## src/rtl/core_pkg.sv

```systemverilog
// rtl/core_pkg.sv - shared pipeline-control types and constants
package core_pkg;

    localparam int REG_IDX_W = 5;
    localparam logic [REG_IDX_W-1:0] ZERO_REG = '0;

    typedef enum logic [1:0] {
        RUN      = 2'd0,
        MEM_WAIT = 2'd1,
        HALT     = 2'd2
    } hazard_state_t;

endpackage

```

## src/rtl/sat_counter.sv

```systemverilog
// rtl/sat_counter.sv - clearable up-counter that sticks at all-ones
module sat_counter #(
    parameter int CNT_W = 32
) (
    input  logic             clk,
    input  logic             clear,
    input  logic             inc,
    output logic [CNT_W-1:0] count
);

    localparam logic [CNT_W-1:0] ONE = {{(CNT_W-1){1'b0}}, 1'b1};

    always_ff @(posedge clk) begin
        if (clear) begin
            count <= '0;
        end else if (inc && (count != '1)) begin
            count <= count + ONE;
        end
    end

endmodule

```

## src/rtl/hazard_controller.sv

```systemverilog
// rtl/hazard_controller.sv - load-use bubbles, redirect flushes and data-memory freeze with watchdog
module hazard_controller
    import core_pkg::*;
#(
    parameter int MEM_TIMEOUT = 64,
    parameter int CNT_W       = 32
) (
    input  logic                 clk,
    input  logic                 rst,
    input  logic [REG_IDX_W-1:0] IFIDrs1,
    input  logic [REG_IDX_W-1:0] IFIDrs2,
    input  logic                 ID_uses_rs1,
    input  logic                 ID_uses_rs2,
    input  logic                 IDEX_MemRead,
    input  logic [REG_IDX_W-1:0] IDEXrd,
    input  logic                 EX_branch_taken,
    input  logic                 EXMEM_MemAccess,
    input  logic                 dmem_ready,
    output logic                 PC_write,
    output logic                 IFID_write,
    output logic                 IFID_flush,
    output logic                 IDEX_write,
    output logic                 IDEX_flush,
    output logic                 EXMEM_write,
    output logic                 MEMWB_flush,
    output logic                 mem_timeout,
    output logic [CNT_W-1:0]     stall_cycles,
    output logic [CNT_W-1:0]     flush_count
);

    localparam logic [15:0] TIMEOUT_CNT = 16'(MEM_TIMEOUT - 1);
    localparam logic [15:0] WAIT_ONE    = 16'd1;

    hazard_state_t state;
    logic [15:0]   wait_cnt;

    logic in_halt;
    logic mem_wait;
    logic redirect;
    logic rs_match;
    logic load_use;

    assign in_halt  = (state == HALT);
    assign mem_wait = !in_halt && EXMEM_MemAccess && !dmem_ready;
    // A frozen EX keeps its redirect pending; it fires on the release cycle.
    assign redirect = !in_halt && !mem_wait && EX_branch_taken;
    assign rs_match = (ID_uses_rs1 && (IDEXrd == IFIDrs1)) ||
                      (ID_uses_rs2 && (IDEXrd == IFIDrs2));
    assign load_use = !in_halt && !mem_wait && !redirect &&
                      IDEX_MemRead && (IDEXrd != ZERO_REG) && rs_match;

    always_comb begin
        PC_write    = 1'b1;
        IFID_write  = 1'b1;
        IFID_flush  = 1'b0;
        IDEX_write  = 1'b1;
        IDEX_flush  = 1'b0;
        EXMEM_write = 1'b1;
        MEMWB_flush = 1'b0;
        if (rst) begin
            PC_write    = 1'b0;
            IFID_write  = 1'b0;
            IFID_flush  = 1'b1;
            IDEX_write  = 1'b0;
            IDEX_flush  = 1'b1;
            EXMEM_write = 1'b0;
            MEMWB_flush = 1'b1;
        end else if (in_halt || mem_wait) begin
            PC_write    = 1'b0;
            IFID_write  = 1'b0;
            IDEX_write  = 1'b0;
            EXMEM_write = 1'b0;
            MEMWB_flush = 1'b1;
        end else if (redirect) begin
            IFID_flush  = 1'b1;
            IDEX_flush  = 1'b1;
        end else if (load_use) begin
            PC_write    = 1'b0;
            IFID_write  = 1'b0;
            IDEX_flush  = 1'b1;
        end
    end

    always_ff @(posedge clk) begin
        if (rst) begin
            state       <= RUN;
            wait_cnt    <= '0;
            mem_timeout <= 1'b0;
        end else begin
            case (state)
                RUN: begin
                    if (mem_wait) begin
                        state    <= MEM_WAIT;
                        wait_cnt <= WAIT_ONE;
                    end
                end
                MEM_WAIT: begin
                    if (!mem_wait) begin
                        state    <= RUN;
                        wait_cnt <= '0;
                    end else if (wait_cnt == TIMEOUT_CNT) begin
                        state       <= HALT;
                        mem_timeout <= 1'b1;
                    end else begin
                        wait_cnt <= wait_cnt + WAIT_ONE;
                    end
                end
                HALT: begin
                    mem_timeout <= 1'b1;
                end
                default: begin
                    state    <= RUN;
                    wait_cnt <= '0;
                end
            endcase
        end
    end

    sat_counter #(.CNT_W(CNT_W)) u_stall_cnt (
        .clk   (clk),
        .clear (rst),
        .inc   (!PC_write),
        .count (stall_cycles)
    );

    sat_counter #(.CNT_W(CNT_W)) u_flush_cnt (
        .clk   (clk),
        .clear (rst),
        .inc   (redirect),
        .count (flush_count)
    );

endmodule

```

## config.mk

```make
export PLATFORM = sky130hd
export DESIGN_NAME = hazard_controller
export DESIGN_NICKNAME = d
export VERILOG_FILES = /design/src/rtl/core_pkg.sv /design/src/rtl/sat_counter.sv /design/src/rtl/hazard_controller.sv
export SDC_FILE = /design/constraint.sdc
export NUM_CORES = 1
export LEC_CHECK = 0
export BUFFER_PORTS_ARGS = -buffer_cell sky130_fd_sc_hd__buf_2
export CORE_MARGIN = 4
export CORE_UTILIZATION = 60
export DETAILED_ROUTE_END_ITERATION = 8
export PLACE_DENSITY = 0.84
export SYNTH_ARGS = -nofsm -noshare
export SYNTH_HDL_FRONTEND = slang
export SYNTH_HIERARCHICAL = 1
export SYNTH_SLANG_ARGS = --single-unit
export TNS_END_PERCENT = 10
```

## constraint.sdc

```tcl
create_clock -name clk -period 5.8 [get_ports clk]
set_clock_uncertainty 0.2 [all_clocks]
set_input_delay 0.87 -clock clk [delete_from_list [all_inputs] [get_ports clk]]
set_output_delay 0.87 -clock clk [all_outputs]
set_load 0.005 [all_outputs]
```

==> impl_metrics.py, run 1 <==
metrics = {
    "run_status": {
        "status": "finished clean",
    },
    "placement": {
        "hpwl_um": 8360,
        "port_buffers": 94,
        "gp_congestion": 0.893,
        "pre_cts_ws_ps": 1280,
    },
    "floorplanning": {
        "num_rows": 32,
        "die_w_um": 96.8,
        "core_um2": 7690,
        "initial_core_util": 0.615,
        "dieHeight_um": 96.8,
        "io_pins": 95,
        "die-area_um2": 9360,
    },
    "global_routing": {
        "grt_pass1_vias": 4410,
        "grt_usage": 0.246,
        "grt_overflow": 0,
        "grt_first_pass_wirelength_um": 20100,
        "grt_max_degree": 87,
        "antenna_found_initial": 0,
    },
    "detailed_routing": {
        "vias": 4744,
        "drc": 0,
        "drt_iter0_drc": 358,
        "first_pass_iters": 4,
        "postRouteAntennaNets": 0,
        "routed_wl_um": 11800,
        "via_per_inst": 6.40,
        "wl_per_cell_um": 16.0,
    },
    "clock_network": {
        "cts_tree": "yes",
        "cts.hold.buffers_added": 0,
        "cts_made_buffers": 9,
        "clk_latency_ps": 360,
        "h-tree-depth": 3,
        "cts_root_buf": "clkbuf_8",
        "clk_pin_slew_ps": 80,
        "cts_resized": 0,
        "cts_buffer_depth": 2,
        "cts_setup_buffers": 0,
        "cts.sinks": 83,
    },
    "critical_path": {
        "crit_fanout": 10,
        "path_class": "input port to register",
        "crit_path_start": "IDEXrd[3]",
        "arrival_ps": 4290,
        "timing.rr.end": "u_stall_cnt/count[31]",
        "endpoint": "u_stall_cnt/count[31]",
        "required_ps": 5840,
        "reg2reg_slack_ps": 2340,
        "critPathCaptureType": "register",
        "critPathLaunchType": "input port",
        "rr_startpoint": "state[0]",
        "reg2reg_depth": 10,
    },
    "synth": {
        "yosysWarnings": 6,
        "ys_types": 62,
        "synthFlopType": "dfxtp_1",
        "async_reset_ff_frac": 0,
        "synth_edf_count": 0,
        "synthAdderAreaFrac": 0.0159,
        "synth_compound_area_frac": 0.216,
        "synth.yosys.seq_area_share": 0.351,
        "syn_area_per_cell_um2": 8.49,
        "netlist_area_um2": 4730,
        "synth_xor_xnor_area_share": 0.0445,
        "muxShareOfSynthArea": 0.0201,
        "ys_ff_latch": 83,
        "syn_nets": 586,
        "synth_simple_gate_area_share": 0.311,
        "syn_inst": 557,
        "synth_top_family_by_area": "simple AND/OR/NAND/NOR gates",
    },
    "finish": {
        "fillers": 631,
        "final_layout_size_suffix_gt1_frac": 0.216,
        "ff_latch_area_um2": 1660,
        "area_growth_syn_to_layout_pct": 14.1,
        "finalCoreUtilization": 0.702,
        "final_nets": 663,
        "n_antenna_cell": 0,
        "multi_input_area_um2": 2880,
    },
    "timing": {
        "rsz0062_at_grt": "no",
        "period_share": 0.732,
        "max_clock_freq_ghz": 0.236,
        "setup_tns_ps": 0,
        "fin_hold_ws_ps": 287,
        "drv_slew": 0,
        "finalSetupViolCount": 0,
        "max_slew_margin": 0.226,
        "finalCriticalPeriod_ps": 4240,
        "tightestPinTransition_ps": 1150,
        "report.final.hold_viol_count": 0,
        "setup_slack_ps": 1560,
    },
    "pwr": {
        "power_density_nw_per_um2": 202,
        "p_leak_nw": 1.93,
        "ir_drop_mv": 0.141,
    },
    "flow_run": {
        "maxCapViolCount": 0,
    },
    "min_path": {
        "hp-class": "register to register",
    },
}
-- metal layers --
metal | GRT usage | share of wire | vias to the layer above
li1 | - | - | 2319
met1 | 0.320 | 0.44 | 2229
met2 | 0.406 | 0.48 | 187
met3 | 0.0598 | 0.079 | 9
met4 | 0.0713 | 0.0074 | 0
met5 | 0 | 0 | -
-- registers in the layout, summed over array words and instances, names as in the netlist --
name               cells
u_flush_cnt/count     32
wait_cnt              16
state                  2
mem_timeout            1
u_stall_cnt/count     32
-- layout by cell type (no fill, tap or decap), drive strengths merged, types with 22 or more instances in the layout --
| cell type | n |
|---|---|
| nand4 | 27 |
| nor2 | 35 |
| nand2 | 32 |
| o21ai | 23 |
| or4 | 26 |
| a21oi | 51 |
| or3 | 22 |
| o31ai | 29 |
| dfxtp | 83 |
| buf | 97 |
| nand3 | 29 |
-- critical path: stages --
cell,delay (ps)
buf_2,120
xor2_1,150
nor4_1,370
a32oi_1,220
o31ai_1,640
nand4_1,470
nor4_2,610
nand4_1,160
nor4_1,300
mux2_2,380
-- through the flow --
step / cells / total power (W) / cell area [µm²]
2_1_floorplan: 557 / 0.000652 / 4730
3_3_place_gp: 725 / 0.000678 / 5200
3_5_place_dp: 725 / 0.000681 / 5200
4_1_cts: 741 / 0.00110 / 5400
5_1_grt: 741 / 0.00114 / 5400
6_report: 741 / 0.00109 / 5400
-- synth_stat cells (all sizes together) (10+ instances only) --
cell / n / share of area
inv: 10 / 0.0079
nor4: 14 / 0.026
o31ai: 29 / 0.046
buf: 13 / 0.019
dfxtp: 83 / 0.35
or4: 26 / 0.041
or3: 22 / 0.031
nand4: 27 / 0.037
clkbuf: 18 / 0.014
xor2: 10 / 0.019
and3: 12 / 0.018
nand3: 29 / 0.033
and4: 14 / 0.026
nor2: 35 / 0.028
xnor2: 14 / 0.026
a31oi: 12 / 0.016
o21ai: 23 / 0.024
nand2: 32 / 0.025
a21oi: 51 / 0.055
-- power breakdown --
part           internal, W  total (W)  switching [W]
Combinational    0.0000338  0.0000842      0.0000504
Sequential        0.000576   0.000584     0.00000821
Clock             0.000202   0.000419       0.000217
Total             0.000812    0.00109       0.000276
-- layout make-up --
type,instances,share of cell area
Clock inverter,5,0.0114
Sequential cell,83,0.308
Inverter,10,0.00696
Multi-Input combinational cell,433,0.534
Timing Repair Buffer,97,0.0914
Tap cell,102,0.0236
Clock buffer,11,0.0243
-- worst min path at each step --
stage                      start      endpoint  slack (ps)  cells past startpoint
CTS                  mem_timeout   mem_timeout         290                      1
detailed placement   mem_timeout   mem_timeout         270                      1
finish               mem_timeout   mem_timeout         290                      1
global placement     mem_timeout   mem_timeout         250                      1
global route         mem_timeout   mem_timeout         300                      1
floorplan           wait_cnt[15]  wait_cnt[15]         250                      1
-- kinds of logic (layout without fill, tap and decap cells) --
group / count (synthesis) / in the layout
and+or+nand+nor: 241 / 241
adders and majority gates: 6 / 6
DFF: 83 / 83
muxes: 9 / 9
AOI/OAI and AO/OA: 153 / 153
xor gates and xnor gates: 24 / 24
buffers and inverters: 41 / 123
(Power assumes the default switching activity.)
==> run 2: changes to the inputs <==
CORE_UTILIZATION = 50   (was 60)
PLACE_DENSITY = 0.75   (was 0.84)
clock period = 3.71 ns   (was 5.8 ns; I/O delays follow)
==> run 2 against run 1 <==
Effect of this change:
- cell count increased by 4.7%
- non-clock buffer count rose by 9
- power increased by 62%
- critical path depth did not move
- global-route usage fell by 3.0 points
- clock power up 71%
- setup slack got worse by 1100 ps
- critical path type unchanged
- critical endpoint unchanged
==> impl_metrics.py, run 2 (synthesis results as in run 1) <==
metrics = {
    "min_path": {
        "min_path_cells": 1,
        "hold_start": "mem_timeout",
        "whs_endpoint": "mem_timeout",
        "hp-class": "register to register",
    },
    "floorplanning": {
        "core_um2": 9240,
        "dieHeight_um": 105,
        "num_rows": 35,
        "die-area_um2": 11100,
        "initial_core_util": 0.512,
        "io_pins": 95,
        "die_w_um": 105,
    },
    "detailed_routing": {
        "via_per_inst": 6.21,
        "routed_wl_um": 12100,
        "first_pass_iters": 5,
        "wl_per_cell_um": 15.6,
        "vias": 4817,
        "postRouteAntennaNets": 0,
        "drc": 0,
        "drt_iter0_drc": 387,
    },
    "critical_path": {
        "rr_startpoint": "state[0]",
        "crit_fanout": 6,
        "arrival_ps": 3310,
        "reg2reg_depth": 10,
        "timing.rr.end": "u_stall_cnt/count[31]",
        "critPathLaunchType": "input port",
        "reg2reg_slack_ps": 630,
        "critPathCaptureType": "register",
        "path_class": "input port to register",
        "required_ps": 3760,
    },
    "clock_network": {
        "cts_root_buf": "clkbuf_8",
        "cts.sinks": 83,
        "clk_pin_slew_ps": 90,
        "cts_tree": "yes",
        "cts_buffer_depth": 2,
        "cts_resized": 0,
        "cts.hold.buffers_added": 0,
        "cts_made_buffers": 9,
        "cts_setup_buffers": 0,
        "clk_latency_ps": 350,
        "h-tree-depth": 3,
    },
    "global_routing": {
        "grt_pass1_vias": 4408,
        "grt_usage": 0.216,
        "grt_overflow": 0,
        "grt_max_degree": 87,
        "grt_first_pass_wirelength_um": 20500,
        "antenna_found_initial": 0,
    },
    "finish": {
        "area_growth_syn_to_layout_pct": 16.7,
        "mostFrequentLayoutCell": "buf_2",
        "final_cell_mix": "buf_2, dfxtp_1, a21oi_1",
        "reg_top3": "u_flush_cnt/count (32), u_stall_cnt/count (32), wait_cnt (16)",
        "fillers": 847,
        "n_antenna_cell": 0,
        "final_nets": 672,
        "finish.instance_area_um2": 5520,
        "finalCoreUtilization": 0.597,
        "final_layout_size_suffix_gt1_frac": 0.229,
    },
    "pwr": {
        "clockPowerShare": 0.406,
        "p_leak_nw": 1.98,
        "ir_drop_mv": 0.178,
        "p_comb_frac": 0.076,
        "intPower_w": 0.00133,
        "netSwitchingFraction": 0.243,
        "p_sw_w": 0.000428,
        "seq_power_share": 0.519,
        "power_density_nw_per_um2": 319,
    },
    "placement": {
        "hpwl_um": 8550,
        "port_buffers": 94,
        "gp_congestion": 0.843,
        "place_area_um2": 5310,
    },
    "timing": {
        "finalCriticalPeriod_ps": 3260,
        "setup_tns_ps": 0,
        "finalSetupViolCount": 0,
        "report.final.hold_viol_count": 0,
        "drv_slew": 0,
        "period_share": 0.878,
        "rsz0062_at_grt": "no",
        "fin_hold_ws_ps": 272,
        "tightestPinTransition_ps": 903,
        "max_slew_margin": 0.398,
        "max_clock_freq_ghz": 0.307,
    },
    "run_status": {
        "status": "finished clean",
    },
    "flow_run": {
        "maxCapViolCount": 0,
    },
}
## run 2: critical path, stage by stage
cell and delay (ps):
buf_2 120, xor2_1 160, nor4_1 280, a32oi_1 180, o31ai_1 360, nand4_1 260
nor4_2 560, nand4_1 160, nor4_1 290, mux2_2 370
## run 2: final cells by class
class	instances	area [µm²]	area share
multi-input combinational	433	2880	0.523
sequential	83	1660	0.301
tap	129	161	0.0292
clock buffer	9	124	0.0224
clock inverter	6	90.1	0.0163
timing repair buffer	106	561	0.102
inverter	10	37.5	0.00680
## run 2: per-layer routing
metal / share of wire / global-route usage / vias to the layer above
li1: - / - / 2345
met1: 0.46 / 0.293 / 2303
met2: 0.47 / 0.351 / 157
met3: 0.057 / 0.0343 / 12
met4: 0.011 / 0.0722 / 0
met5: 0 / 0 / -
## run 2: how the worst max path moves through the flow
stage	from	endpoint	slack (ps)	cells past startpoint
finish	IDEXrd[3]	u_stall_cnt/count[31]	450	10
global route	IDEXrd[3]	u_stall_cnt/count[31]	180	10
CTS	IDEXrd[3]	u_stall_cnt/count[31]	480	10
detailed placement	IDEXrd[3]	u_stall_cnt/count[31]	90	10
global placement	IDEXrd[3]	u_stall_cnt/count[31]	270	10
floorplan	IDEXrd[3]	u_stall_cnt/count[31]	260	9
## run 2: power groups by stage
stage | clock [W] | sequential [W] | combinational [W]
after floorplan | 0 | 0.000932 | 0.0000871
after global placement | 0 | 0.000934 | 0.000130
after detailed placement | 0 | 0.000935 | 0.000133
after CTS | 0.000729 | 0.000914 | 0.000134
after global routing | 0.000768 | 0.000916 | 0.000149
final | 0.000715 | 0.000913 | 0.000133
## run 2: metrics by stage
step                      total power (W)  cells  worst slack, ps
final                             0.00176    776              453
after floorplan                   0.00102    557              256
after global placement            0.00106    761              271
after CTS                         0.00178    776              476
after global routing              0.00183    776              177
after detailed placement          0.00107    761             94.4
==> run 3: changes to the inputs <==
CORE_ASPECT_RATIO = 0.9   (was not set)
CORE_UTILIZATION = 60   (was 50)
PLACE_DENSITY = 0.84   (was 0.75)
clock period = 3.9 ns   (was 3.71 ns; I/O delays follow)
==> run 3 against run 2 <==
Effect of this change:
- sequential share of layout area increased by 0.47 points
- register-to-register slack better by 110 ps
- power down 10%
- cell area decreased by 1.5%
- count of clock-buffer cells in the layout rose by 1
- global-route usage increased by 5.2 points
- critical endpoint is now u_flush_cnt/count[31]
==> impl_metrics.py, run 3 (synthesis results as in run 1) <==
metrics = {
    "detailed_routing": {
        "routed_wl_um": 12600,
        "highest_layer": "met4",
        "dr_wl_met3_um": 993,
        "vias": 4917,
        "via_per_inst": 6.63,
        "postRouteAntennaNets": 0,
        "drt_iter0_drc": 326,
        "first_pass_iters": 5,
        "route.met2.wl_um": 6100,
        "drc": 0,
        "wirelength_met1_um": 5390,
        "wl_per_cell_um": 16.9,
    },
    "finish": {
        "finalCoreUtilization": 0.713,
        "reg_top3": "u_flush_cnt/count (32), u_stall_cnt/count (32), wait_cnt (16)",
        "final_nets": 670,
        "final_cell_mix": "buf_2, dfxtp_1, a21oi_1",
        "n_antenna_cell": 0,
        "area_growth_syn_to_layout_pct": 14.9,
        "finish.instance_area_um2": 5430,
        "final_layout_size_suffix_gt1_frac": 0.228,
        "mostFrequentLayoutCell": "buf_2",
    },
    "placement": {
        "gp_congestion": 0.915,
        "pre_cts_ws_ps": 500,
        "place_area_um2": 5250,
        "hpwl_um": 9060,
        "port_buffers": 94,
    },
    "critical_path": {
        "critPathCaptureType": "register",
        "required_ps": 3950,
        "critPathLaunchType": "register",
        "arrival_ps": 3210,
        "cp_num_buf_inv": 1,
        "crit_chain": "inv_1 -> ha_1 -> nor2b_1 -> and2_1 -> nand4_1 -> nor4_2 -> nand4_1 -> nor4_1 -> mux2_2",
        "crit_fanout": 8,
        "critPathMostFrequentCell": "nand4_1",
        "max_stage_delay_ps": 560,
        "crit_slowest_cell": "nor4_2",
        "crit_family": "simple AND/OR/NAND/NOR gates",
        "path_class": "register to register",
    },
    "floorplanning": {
        "die-area_um2": 9370,
        "num_rows": 30,
        "core_um2": 7620,
        "initial_core_util": 0.621,
        "die_w_um": 102,
        "dieHeight_um": 92.2,
        "io_pins": 95,
    },
    "clock_network": {
        "cts_resized": 0,
        "h-tree-depth": 3,
        "cts_tree": "yes",
        "cts_root_buf": "clkbuf_8",
        "cts_buffer_depth": 2,
        "cts_setup_buffers": 0,
        "cts_made_buffers": 9,
        "cts.sinks": 83,
        "clk_latency_ps": 360,
        "cts.hold.buffers_added": 0,
        "clk_pin_slew_ps": 90,
    },
    "global_routing": {
        "grt_max_degree": 79,
        "grt_usage": 0.269,
        "antenna_found_initial": 0,
        "grt_first_pass_wirelength_um": 20900,
        "grt_overflow": 0,
        "grt_pass1_vias": 4431,
    },
    "pwr": {
        "power_density_nw_per_um2": 291,
        "p_leak_nw": 1.95,
        "ir_drop_mv": 0.181,
    },
    "timing": {
        "setup_tns_ps": 0,
        "period_share": 0.809,
        "finalSetupViolCount": 0,
        "drv_slew": 0,
        "tightestPinTransition_ps": 798,
        "rsz0062_at_grt": "no",
        "report.final.hold_viol_count": 0,
        "max_clock_freq_ghz": 0.317,
        "setup_slack_ps": 744,
        "finalCriticalPeriod_ps": 3160,
        "max_slew_margin": 0.468,
    },
    "flow_run": {
        "maxCapViolCount": 0,
    },
    "min_path": {
        "hp-class": "register to register",
    },
    "run_status": {
        "status": "finished clean",
    },
}
[run 3: changes by cell type in the layout (fill, tap and decap cells not counted), sizes merged]
cell and delta:
buf -2, inv +2, bufinv -2, clkbuf +1
[run 3: power breakdown]
part / internal, W / switching, W
logic: 0.0000519 / 0.0000763
clock network: 0.000256 / 0.000327
registers: 0.000857 / 0.0000136
[run 3: worst paths after layout]
kind,from,end,slack [ps],depth (start not counted)
setup reg to reg,state[0],u_flush_cnt/count[31],740,9
hold reg to reg,mem_timeout,mem_timeout,270,1
setup / recovery,state[0],u_flush_cnt/count[31],740,9
hold / removal,mem_timeout,mem_timeout,270,1
[run 3: through the flow]
step	hold WS, ps	total power, W	instances
3_3_place_gp	242	0.00101	726
2_1_floorplan	250	0.000970	557
5_1_grt	297	0.00165	742
6_report	270	0.00158	742
4_1_cts	272	0.00159	742
3_5_place_dp	243	0.00102	726
[run 3: worst register-to-register path: stages, from the launching register on]
cell     delay, ps
dfxtp_1        350
inv_1           80
ha_1           310
nor2b_1        170
and2_1         280
nand4_1        180
nor4_2         560
nand4_1        180
nor4_1         360
mux2_2         380
[run 3: metal layers]
layer  vias to the layer above  global-route usage
li1                       2333                   -
met1                      2372               0.361
met2                       203               0.430
met3                         9              0.0639
met4                         0              0.0698
met5                         -                   0
[run 3: cell type report]
class,instances,area (µm²)
timing repair buffer,104,546
fill,652,2190
tap,96,120
multi-input combinational,433,2880
clock buffer,10,138
inverter,10,37.5
clock inverter,6,47.5
sequential,83,1660
